`src/rtl/multicycle_core.sv`:
```
`default_nettype none
// +--------------------------------------------------------------------------+
// | multicycle_core: multi-cycle MIPS-subset core, one ALU, one memory port. |
// | Rev 1.0                                                                  |
// +--------------------------------------------------------------------------+
module multicycle_core #(
  parameter int               ADDR_W   = 16,
  parameter logic [ADDR_W-1:0] PC_RESET = '0,
  parameter logic [5:0]       HALT_OP  = 6'h3f,
  parameter int               CNT_W    = 32
) (
  input  logic              clk,
  input  logic              rst,
  output logic              mem_req,
  output logic              mem_we,
  output logic [ADDR_W-1:0] mem_addr,
  output logic [31:0]       mem_wdata,
  input  logic [31:0]       mem_rdata,
  input  logic              mem_ready,
  output logic              halted,
  output logic [ADDR_W-1:0] pc_out,
  output logic [CNT_W-1:0]  instret
);

  localparam logic [2:0] c_st_fetch  = 3'd0;
  localparam logic [2:0] c_st_decode = 3'd1;
  localparam logic [2:0] c_st_exec   = 3'd2;
  localparam logic [2:0] c_st_mem    = 3'd3;
  localparam logic [2:0] c_st_wb     = 3'd4;
  localparam logic [2:0] c_st_halt   = 3'd5;

  localparam logic [5:0] c_op_rtype = 6'h00;
  localparam logic [5:0] c_op_j     = 6'h02;
  localparam logic [5:0] c_op_jal   = 6'h03;
  localparam logic [5:0] c_op_beq   = 6'h04;
  localparam logic [5:0] c_op_bne   = 6'h05;
  localparam logic [5:0] c_op_addi  = 6'h08;
  localparam logic [5:0] c_op_ori   = 6'h0d;
  localparam logic [5:0] c_op_lw    = 6'h23;
  localparam logic [5:0] c_op_sw    = 6'h2b;

  logic [2:0]        r_state;
  logic [ADDR_W-1:0] r_pc;
  logic [ADDR_W-1:0] r_target;
  logic [31:0]       r_ir;
  logic [31:0]       r_a;
  logic [31:0]       r_b;
  logic [31:0]       r_alu_out;
  logic [31:0]       r_mdr;
  logic [31:0]       r_regs [0:31];
  logic [CNT_W-1:0]  r_instret;
  logic              r_hold;

  logic [5:0]        w_op;
  logic [4:0]        w_rs;
  logic [4:0]        w_rt;
  logic [4:0]        w_rd;
  logic [5:0]        w_funct;
  logic [31:0]       w_sext;
  logic [31:0]       w_zext;
  logic [31:0]       w_sext_sh;
  logic [31:0]       w_pc32;
  logic [31:0]       w_jt32;
  logic [ADDR_W-1:0] w_pc_plus4;
  logic [ADDR_W-1:0] w_br_target;
  logic [31:0]       w_alu;
  logic              w_funct_ok;
  logic              w_mem_fire;
  logic [4:0]        w_dest;
  logic [31:0]       w_wb_data;
  logic              w_unused;

  assign w_op        = r_ir[31:26];
  assign w_rs        = r_ir[25:21];
  assign w_rt        = r_ir[20:16];
  assign w_rd        = r_ir[15:11];
  assign w_funct     = r_ir[5:0];
  assign w_sext      = {{16{r_ir[15]}}, r_ir[15:0]};
  assign w_zext      = {16'h0000, r_ir[15:0]};
  assign w_sext_sh   = {w_sext[29:0], 2'b00};
  assign w_pc32      = 32'(r_pc);
  assign w_jt32      = {w_pc32[31:28], r_ir[25:0], 2'b00};
  assign w_pc_plus4  = r_pc + ADDR_W'(4);
  assign w_br_target = r_pc + w_sext_sh[ADDR_W-1:0];
  assign w_mem_fire  = mem_req & mem_ready;
  assign w_dest      = (w_op == c_op_rtype) ? w_rd : w_rt;
  assign w_wb_data   = (w_op == c_op_lw) ? r_mdr : r_alu_out;
  assign w_unused    = ^{r_ir, r_alu_out, w_jt32, w_sext_sh};

  always_comb begin
    w_alu      = 32'h0;
    w_funct_ok = 1'b0;
    case (w_op)
      c_op_rtype: begin
        w_funct_ok = 1'b1;
        case (w_funct)
          6'h20:   w_alu = r_a + r_b;
          6'h22:   w_alu = r_a - r_b;
          6'h24:   w_alu = r_a & r_b;
          6'h25:   w_alu = r_a | r_b;
          6'h2a:   w_alu = {31'd0, $signed(r_a) < $signed(r_b)};
          default: w_funct_ok = 1'b0;
        endcase
      end
      c_op_ori:                     w_alu = r_a | w_zext;
      c_op_addi, c_op_lw, c_op_sw:  w_alu = r_a + w_sext;
      default:                      w_alu = 32'h0;
    endcase
  end

  always_ff @(posedge clk) begin
    if (rst) begin
      r_state   <= c_st_fetch;
      r_pc      <= PC_RESET;
      r_target  <= '0;
      r_ir      <= '0;
      r_a       <= '0;
      r_b       <= '0;
      r_alu_out <= '0;
      r_mdr     <= '0;
      r_instret <= '0;
      r_hold    <= 1'b1;
      for (int i = 0; i < 32; i++) r_regs[i] <= '0;
    end else begin
      r_hold <= 1'b0;
      case (r_state)
        c_st_fetch: begin
          if (w_mem_fire) begin
            r_ir    <= mem_rdata;
            r_pc    <= w_pc_plus4;
            r_state <= c_st_decode;
          end
        end
        c_st_decode: begin
          r_a      <= r_regs[w_rs];
          r_b      <= r_regs[w_rt];
          r_target <= w_br_target;
          r_state  <= (w_op == HALT_OP) ? c_st_halt : c_st_exec;
        end
        c_st_exec: begin
          r_alu_out <= w_alu;
          case (w_op)
            c_op_rtype: begin
              if (w_funct_ok) begin
                r_state <= c_st_wb;
              end else begin
                r_instret <= r_instret + CNT_W'(1);
                r_state   <= c_st_fetch;
              end
            end
            c_op_addi, c_op_ori: r_state <= c_st_wb;
            c_op_lw, c_op_sw:    r_state <= c_st_mem;
            c_op_beq, c_op_bne: begin
              if ((r_a == r_b) == (w_op == c_op_beq)) r_pc <= r_target;
              r_instret <= r_instret + CNT_W'(1);
              r_state   <= c_st_fetch;
            end
            c_op_j, c_op_jal: begin
              // r_pc already holds the link address (jal's pc+4)
              r_pc <= w_jt32[ADDR_W-1:0];
              if (w_op == c_op_jal) r_regs[31] <= w_pc32;
              r_instret <= r_instret + CNT_W'(1);
              r_state   <= c_st_fetch;
            end
            default: begin
              r_instret <= r_instret + CNT_W'(1);
              r_state   <= c_st_fetch;
            end
          endcase
        end
        c_st_mem: begin
          if (w_mem_fire) begin
            if (w_op == c_op_lw) begin
              r_mdr   <= mem_rdata;
              r_state <= c_st_wb;
            end else begin
              r_instret <= r_instret + CNT_W'(1);
              r_state   <= c_st_fetch;
            end
          end
        end
        c_st_wb: begin
          if (w_dest != 5'd0) r_regs[w_dest] <= w_wb_data;
          r_instret <= r_instret + CNT_W'(1);
          r_state   <= c_st_fetch;
        end
        c_st_halt: r_state <= c_st_halt;
        default:   r_state <= c_st_fetch;
      endcase
    end
  end

  // No request in the cycle following reset, so an abandoned access is never re-issued mid-reset.
  assign mem_req   = ~r_hold & ((r_state == c_st_fetch) | (r_state == c_st_mem));
  assign mem_we    = (r_state == c_st_mem) & (w_op == c_op_sw);
  assign mem_addr  = (r_state == c_st_mem) ? {r_alu_out[ADDR_W-1:2], 2'b00} : r_pc;
  assign mem_wdata = r_b;
  assign halted    = (r_state == c_st_halt);
  assign pc_out    = r_pc;
  assign instret   = r_instret;

endmodule
`default_nettype wire

```
`config.mk`:
```
export PLATFORM = sky130hd
export DESIGN_NAME = multicycle_core
export DESIGN_NICKNAME = d
export VERILOG_FILES = /design/src/rtl/multicycle_core.sv
export SDC_FILE = /design/constraint.sdc
export NUM_CORES = 2
export LEC_CHECK = 0
export CAP_MARGIN = 20
export CORE_MARGIN = 1
export CORE_UTILIZATION = 40
export CTS_CLUSTER_DIAMETER = 120
export CTS_CLUSTER_SIZE = 24
export DETAILED_ROUTE_END_ITERATION = 16
export HOLD_SLACK_MARGIN = 0.12
export PLACE_DENSITY = 0.56
export SLEW_MARGIN = 25
export SYNTH_ARGS = -nofsm -noshare
export SYNTH_HDL_FRONTEND = slang
export SYNTH_SLANG_ARGS = --single-unit
```
`constraint.sdc`:
```
create_clock -name clk -period 4.1 [get_ports clk]
set_clock_uncertainty 0.1 [all_clocks]
set_input_delay 1.23 -clock clk [delete_from_list [all_inputs] [get_ports clk]]
set_output_delay 1.23 -clock clk [all_outputs]
set_load 0.05 [all_outputs]
```
-- After elaboration in Yosys (flattened, before gate mapping)
Memory sizes are Yosys's and may differ from the RTL's. A register that Yosys moved wholly into a read port is not among the register bits.
Index checks and enable logic that the tools add are counted.
- register bits: 164
- RAM bits: 1024
- memories: 1
- add/sub/neg operators: 6
- order comparisons: 1
- equal/unequal tests: 28
- muxes and demuxes: 38
- bitwise gates (word level): 9
- reductions and logical operators: 18
- memory list (memory ; words ; width ; rd ports ; clocked after memory_dff ; write ports ; line ; source):
    r_regs ; 32 ; 32 ; 2 ; 2 ; 32 ; 50 ; logic [31:0] r_regs [0:31];
- operator list (cell ; count):
    32-bit 2-to-1 mux ; 6
    32-bit one-hot mux with 3 select lines ; 2
    32-bit one-hot mux with 5 select lines ; 1
    32-bit adder ; 2
    16-bit one-hot mux with 2 select lines ; 2
    32-bit one-hot mux with 2 select lines ; 1
    6-bit equality test (second input constant) ; 8
    16-bit 2-to-1 mux ; 3
    32-bit by 1-bit adder with 32-bit output (second input constant) ; 1
    32-bit AND ; 1
    32-bit equality test ; 1
    32-bit < comparator ; 1
    32-bit by 16-bit bitwise OR with 32-bit output ; 1
    32-bit bitwise OR ; 1
    32-bit OR reduction ; 1
    32-bit subtractor ; 1
    16-bit adder ; 1
    16-bit by 3-bit adder with 16-bit output (second input constant) ; 1
    3-bit 2-to-1 mux ; 5
    3-bit one-hot mux with 5 select lines ; 1
    1-bit 2-to-1 mux ; 14
    6-bit by 2-bit equality test with 1-bit output (second input constant) ; 2
    6-bit by 3-bit equality test with 1-bit output (second input constant) ; 2
    6-bit by 4-bit equality test with 1-bit output (second input constant) ; 2
    25 further kinds ; 39

-- Depth between registers and ports, before layout
- depth in word-level cells: 9
- mapped depth: 15

-- Least setup slack after synthesis
OpenSTA, ideal clock, no wires.
- path kind: reg-to-reg
- start point: register r_b[14], in the netlist mem_wdata[14] (read register of r_regs)
- end point: register r_pc[2], in the netlist pc_out[2]
- library setup time: 0.132 ns
- arrival time: 4.179 ns
- data required time: 3.868 ns
- slack: -0.311 ns
- stages on the path, launching flop included: 14
- path buffers: 2
- cell sequence: dfxtp_1 -> inv_1 -> ha_1 -> buf_6 -> or3_1 -> or4_4 -> or4_1 -> or4b_4 -> a31oi_4 -> nand2_2 -> a211oi_4 -> buf_6 -> mux2i_1 -> a21oi_1
- longest elaborated chain between the ends: 4
- ends and longest elaborated chain (what ; line ; source):
    start, declared ; 47 ; logic [31:0] r_b;
    32-bit equality test ; 154 ; if ((r_a == r_b) == (w_op == c_op_beq)) r_pc <= r_target;
    1-bit equality test ; 154 ;
    3-bit != test (no source line) ; -- ;
    4-bit AND reduction (no source line) ; -- ;
    end signal, assigned ; 130 ; r_pc <= w_pc_plus4;
    end signal, assigned ; 154 ;
    end signal, assigned ; 160 ; r_pc <= w_jt32[ADDR_W-1:0];
    end, declared ; 43 ; logic [ADDR_W-1:0] r_pc;
No other way between the ends.
A chain may end at the register's enable or synchronous reset.

-- Worst setup path after layout
- start point: register r_a[16] (read register of r_regs)
- end point: register r_pc[7], in the netlist pc_out[7]
- longest elaborated chain between the ends: 4
- ends and longest elaborated chain (what ; line ; source):
    start, declared ; 46 ; logic [31:0] r_a;
    32-bit equality test ; 154 ;
    1-bit equality test ; 154 ;
    3-bit != test (no source line) ; -- ;
    4-bit AND reduction (no source line) ; -- ;
No other way between the ends.

==> results.md <==
- Total Nets Final: 5,843
- Largest family of logic cells by synthesized area: multiplexers
- DPL Wire Length: 165,500 um
- Hold crit path type: reg2reg
- Syn Area/Cell: 12.43 um2
- Total track usage: 28.19%
- Max_cap viols: 0
- Finished Cell Area: slightly below 80,000 um2
- Synth Cell Area: 68,280 um2
- Min Clock Period, post-route: 4.024 ns
- Wire per inst: 31.33 um
- Area grow syn2layout: 12.79%
- Outcome: finished, final reports clean
- Maximum VDD drop: 0.3726 mV
- # rows: 151
- Clock Sinks: approximately 1.3k
- Pwr/cell area: 344.2 nW/um2
- Vias: 49.14k
- CTS max path bufs: 3
- First-pass GRT wire length: approximately 350,000 um
- CP Class: reg2reg
- DR pass1 iterations: 6
- R2R setup slack: 0.08 ns
- CP Max Fanout: 7
- Initial DRC count: 6,560
- Largest net degree at the start of global routing: 136
- Port buffer count: 133
- CTS H-tree depth: 2
- Final Non-Filler Cells: just under 8k
- Root Driver: clkbuf_16
- Worst setup EP type: register
- Worst-Skew Late Latency: between 0.7 and 0.8 ns
- Vias in the first global route: 47.64k
- Fin crit share: just under 100%
- Starting Density: about two fifths
- Area of the multi-input gates: 31,410 um2
- Cts bufs inserted: 59
- Leak: between 20 and 25 nW
- Post-Synth Adder-Cell Area: 3.232%
- Max Slew Vio Count: 0
- Dominant synthesized flop cell: edfxtp_1
- IO Pins: about 130
- FF/Latch Area: 35,360 um2
- Post-route ant nets: 0
- Fmax achieved: 0.2485 GHz
- Synthesis Warnings: 0
- Clock transition at path regs: between 0.1 and 0.15 ns
- CTS tree: built
- Distinct cells, synth: 79
- Post-Syn Instances: 5,495
- Die width: 415.2 um
- GRT overflow: 0
- Finished Core Util: approximately 45%
- Die area: 172,400 um2
- Required time of the critical path: around 4.7 ns
- Synthesized flop and latch total: 1,252
- Vias/cell: between 6 and 7
- Final wirelength: between 200,000 and 250,000 um
- Hold Vio Cnt, Final: 0
- Multiplexer share of the synthesized area: 22.23%
- Instance area at placement: 75,260 um2
- Compound-Gate Fraction of Synth Area: 6.620%
- Type of element launching the critical path: register
- Layout cells sized above 1: 22.93%
- Core Region: 169,500 um2
- Rel. slew slack: 24.43%
- DRC Markers: 0
- Post-synthesis sequential area ratio: 51.72%
- Antenna violations before repair: 11
- Crit path DAT: 4.59 ns
- Die height: ~420 um
- Slew at the pin closest to its max-slew limit: 1.123 ns
- Synth Area in Simple Gates: 11.55%
- Number of fill cells in the layout: 15.19k
- RSZ-0062 raised after global routing: no
- Final Wtd Congestion: a little under 1
- Post-synth EDFFs: between 1k and 1.5k
- Fraction of registers with async set/reset: 0%
- Synth Area in XOR/XNOR: 1.193%
- Dpl cells: about 7.8k
- Endpoints failing setup: 0
[final cells by class]
| type | instances | area share [%] |
|---|---|---|
| well taps | 2218 | 3.603 |
| clock buffers | 75 | 1.995 |
| multi-input cells | 3652 | 40.79 |
| diodes | 4 | 0.01300 |
| repair buffers | 539 | 6.911 |
| flip-flops and latches | 1252 | 45.92 |
| clock inverters | 8 | 0.1316 |
| inverters | 130 | 0.6434 |
[registers in the layout (all words and copies together), names as in the netlist]
signal and flops:
r_regs 1024, mem_wdata 32, r_target 16, r_hold 1, r_state 3, r_ir 32
pc_out 16, r_a 32, r_alu_out 32, r_mdr 32, instret 32
[cells in the mapped netlist, types with 15 or more instances]
library cell  number  area, um2
mux2i_1           74      740.7
inv_1            127      476.7
buf_1             59      221.5
nand3_1           51      255.2
o21bai_1          15      112.6
dfxtp_1          228       4564
mux4_2           640      14410
a31oi_1           22      137.6
a211oi_1          51      382.9
or3_1             20      125.1
nand2b_1          48      300.3
and3_1            19      118.9
a311oi_1          33      289.0
clkbuf_1         427       1603
a21o_1            31      232.7
nor3_1            44      220.2
o211ai_1          18      135.1
edfxtp_1        1024      30750
o31ai_1           23      172.7
ha_1             170       2127
xnor2_1           50      437.9
nor2_1          1203       4516
xor2_1            43      376.6
o21ai_0          140      700.7
nand2_1          445       1670
o22ai_1           27      168.9
nand4_1           21      131.4
a21oi_1          233       1166
[stage by stage]
stage | hold slack (ns) | setup TNS, ns | worst slack (ns) | total power, W
finish | 0.3608 | 0 | 0.07602 | 0.02651
global route | 0.3818 | 0 | 0.003794 | 0.02724
CTS | 0.3610 | 0 | 0.003875 | 0.02650
detailed placement | 0.3464 | -1.031 | -0.1087 | 0.01969
global placement | 0.3406 | -0.3103 | -0.06637 | 0.01965
floorplan | 0.3321 | 0 | 0.01503 | 0.01756
[worst paths after layout]
path,endpoint,cells after the start,startpoint
setup reg to reg,pc_out[7],13,r_a[16]
hold / removal,r_target[11],2,r_target[11]
hold reg to reg,r_target[11],2,r_target[11]
setup / recovery,pc_out[7],13,r_a[16]
[where the power goes]
group          leakage (nW)  internal (W)  total, W  switching, W
Sequential             12.4        0.0141    0.0144      0.000287
Clock                 0.791       0.00269   0.00698       0.00429
Combinational          11.7       0.00206   0.00510       0.00305
[kinds of logic after synthesis]
logic type / count (synthesis)
AOI/OAI and AO/OA: 709
buffers and inverters: 622
muxes: 716
adders and majority gates: 174
and+or+nand+nor: 1928
other: 1
DFF: 1252
xor gates and xnor gates: 93
[metal layers]
layer	track usage, %	vias to the layer above	share of wire (%)
li1	-	20696	-
met1	38.30	25425	40
met2	45.59	2665	47
met3	6.156	354	10
met4	7.690	4	2.9
met5	0	-	0.013
[cell usage in the layout, fill, tap and decap left out, types with 29 or more instances in the layout]
master and count:
nor2_1 1200, edfxtp_1 1024, mux4_2 640, nand2_1 417
buf_4 344, a21oi_1 233, dfxtp_1 206, ha_1 166
o21ai_0 137, inv_1 123, clkdlybuf4s50_1 114, buf_12 77
clkbuf_16 60, a211oi_1 51, nand3_1 50, xnor2_1 50
xor2_1 43, mux2i_1 42, nor3_1 39, a311oi_1 33
mux2i_4 32, conb_1 32, a21o_1 31, nand2b_2 30
nand2_2 29
[critical path, stage by stage (launching register included)]
cell and delay [ns]:
dfxtp_1 0.33, inv_1 0.11, ha_4 0.22, or3_4 0.39, or4_4 0.53, or4_4 0.44, or4b_4 0.51, a31oi_4 0.29
nand2_2 0.10, a211oi_4 0.34, clkbuf_16 0.22, buf_4 0.12, a21oi_1 0.06, a211oi_2 0.21
[repair_timing]
item / 4_1_cts / 5_1_grt
setup endpoints to repair: 26 / 22
gates cloned: 0 / 1
setup buffers: 1 / 0
pin swaps: 1 / 10
hold buffers: 0 / 0
gates resized for setup: 5 / 21
(Power assumes the default switching activity.)
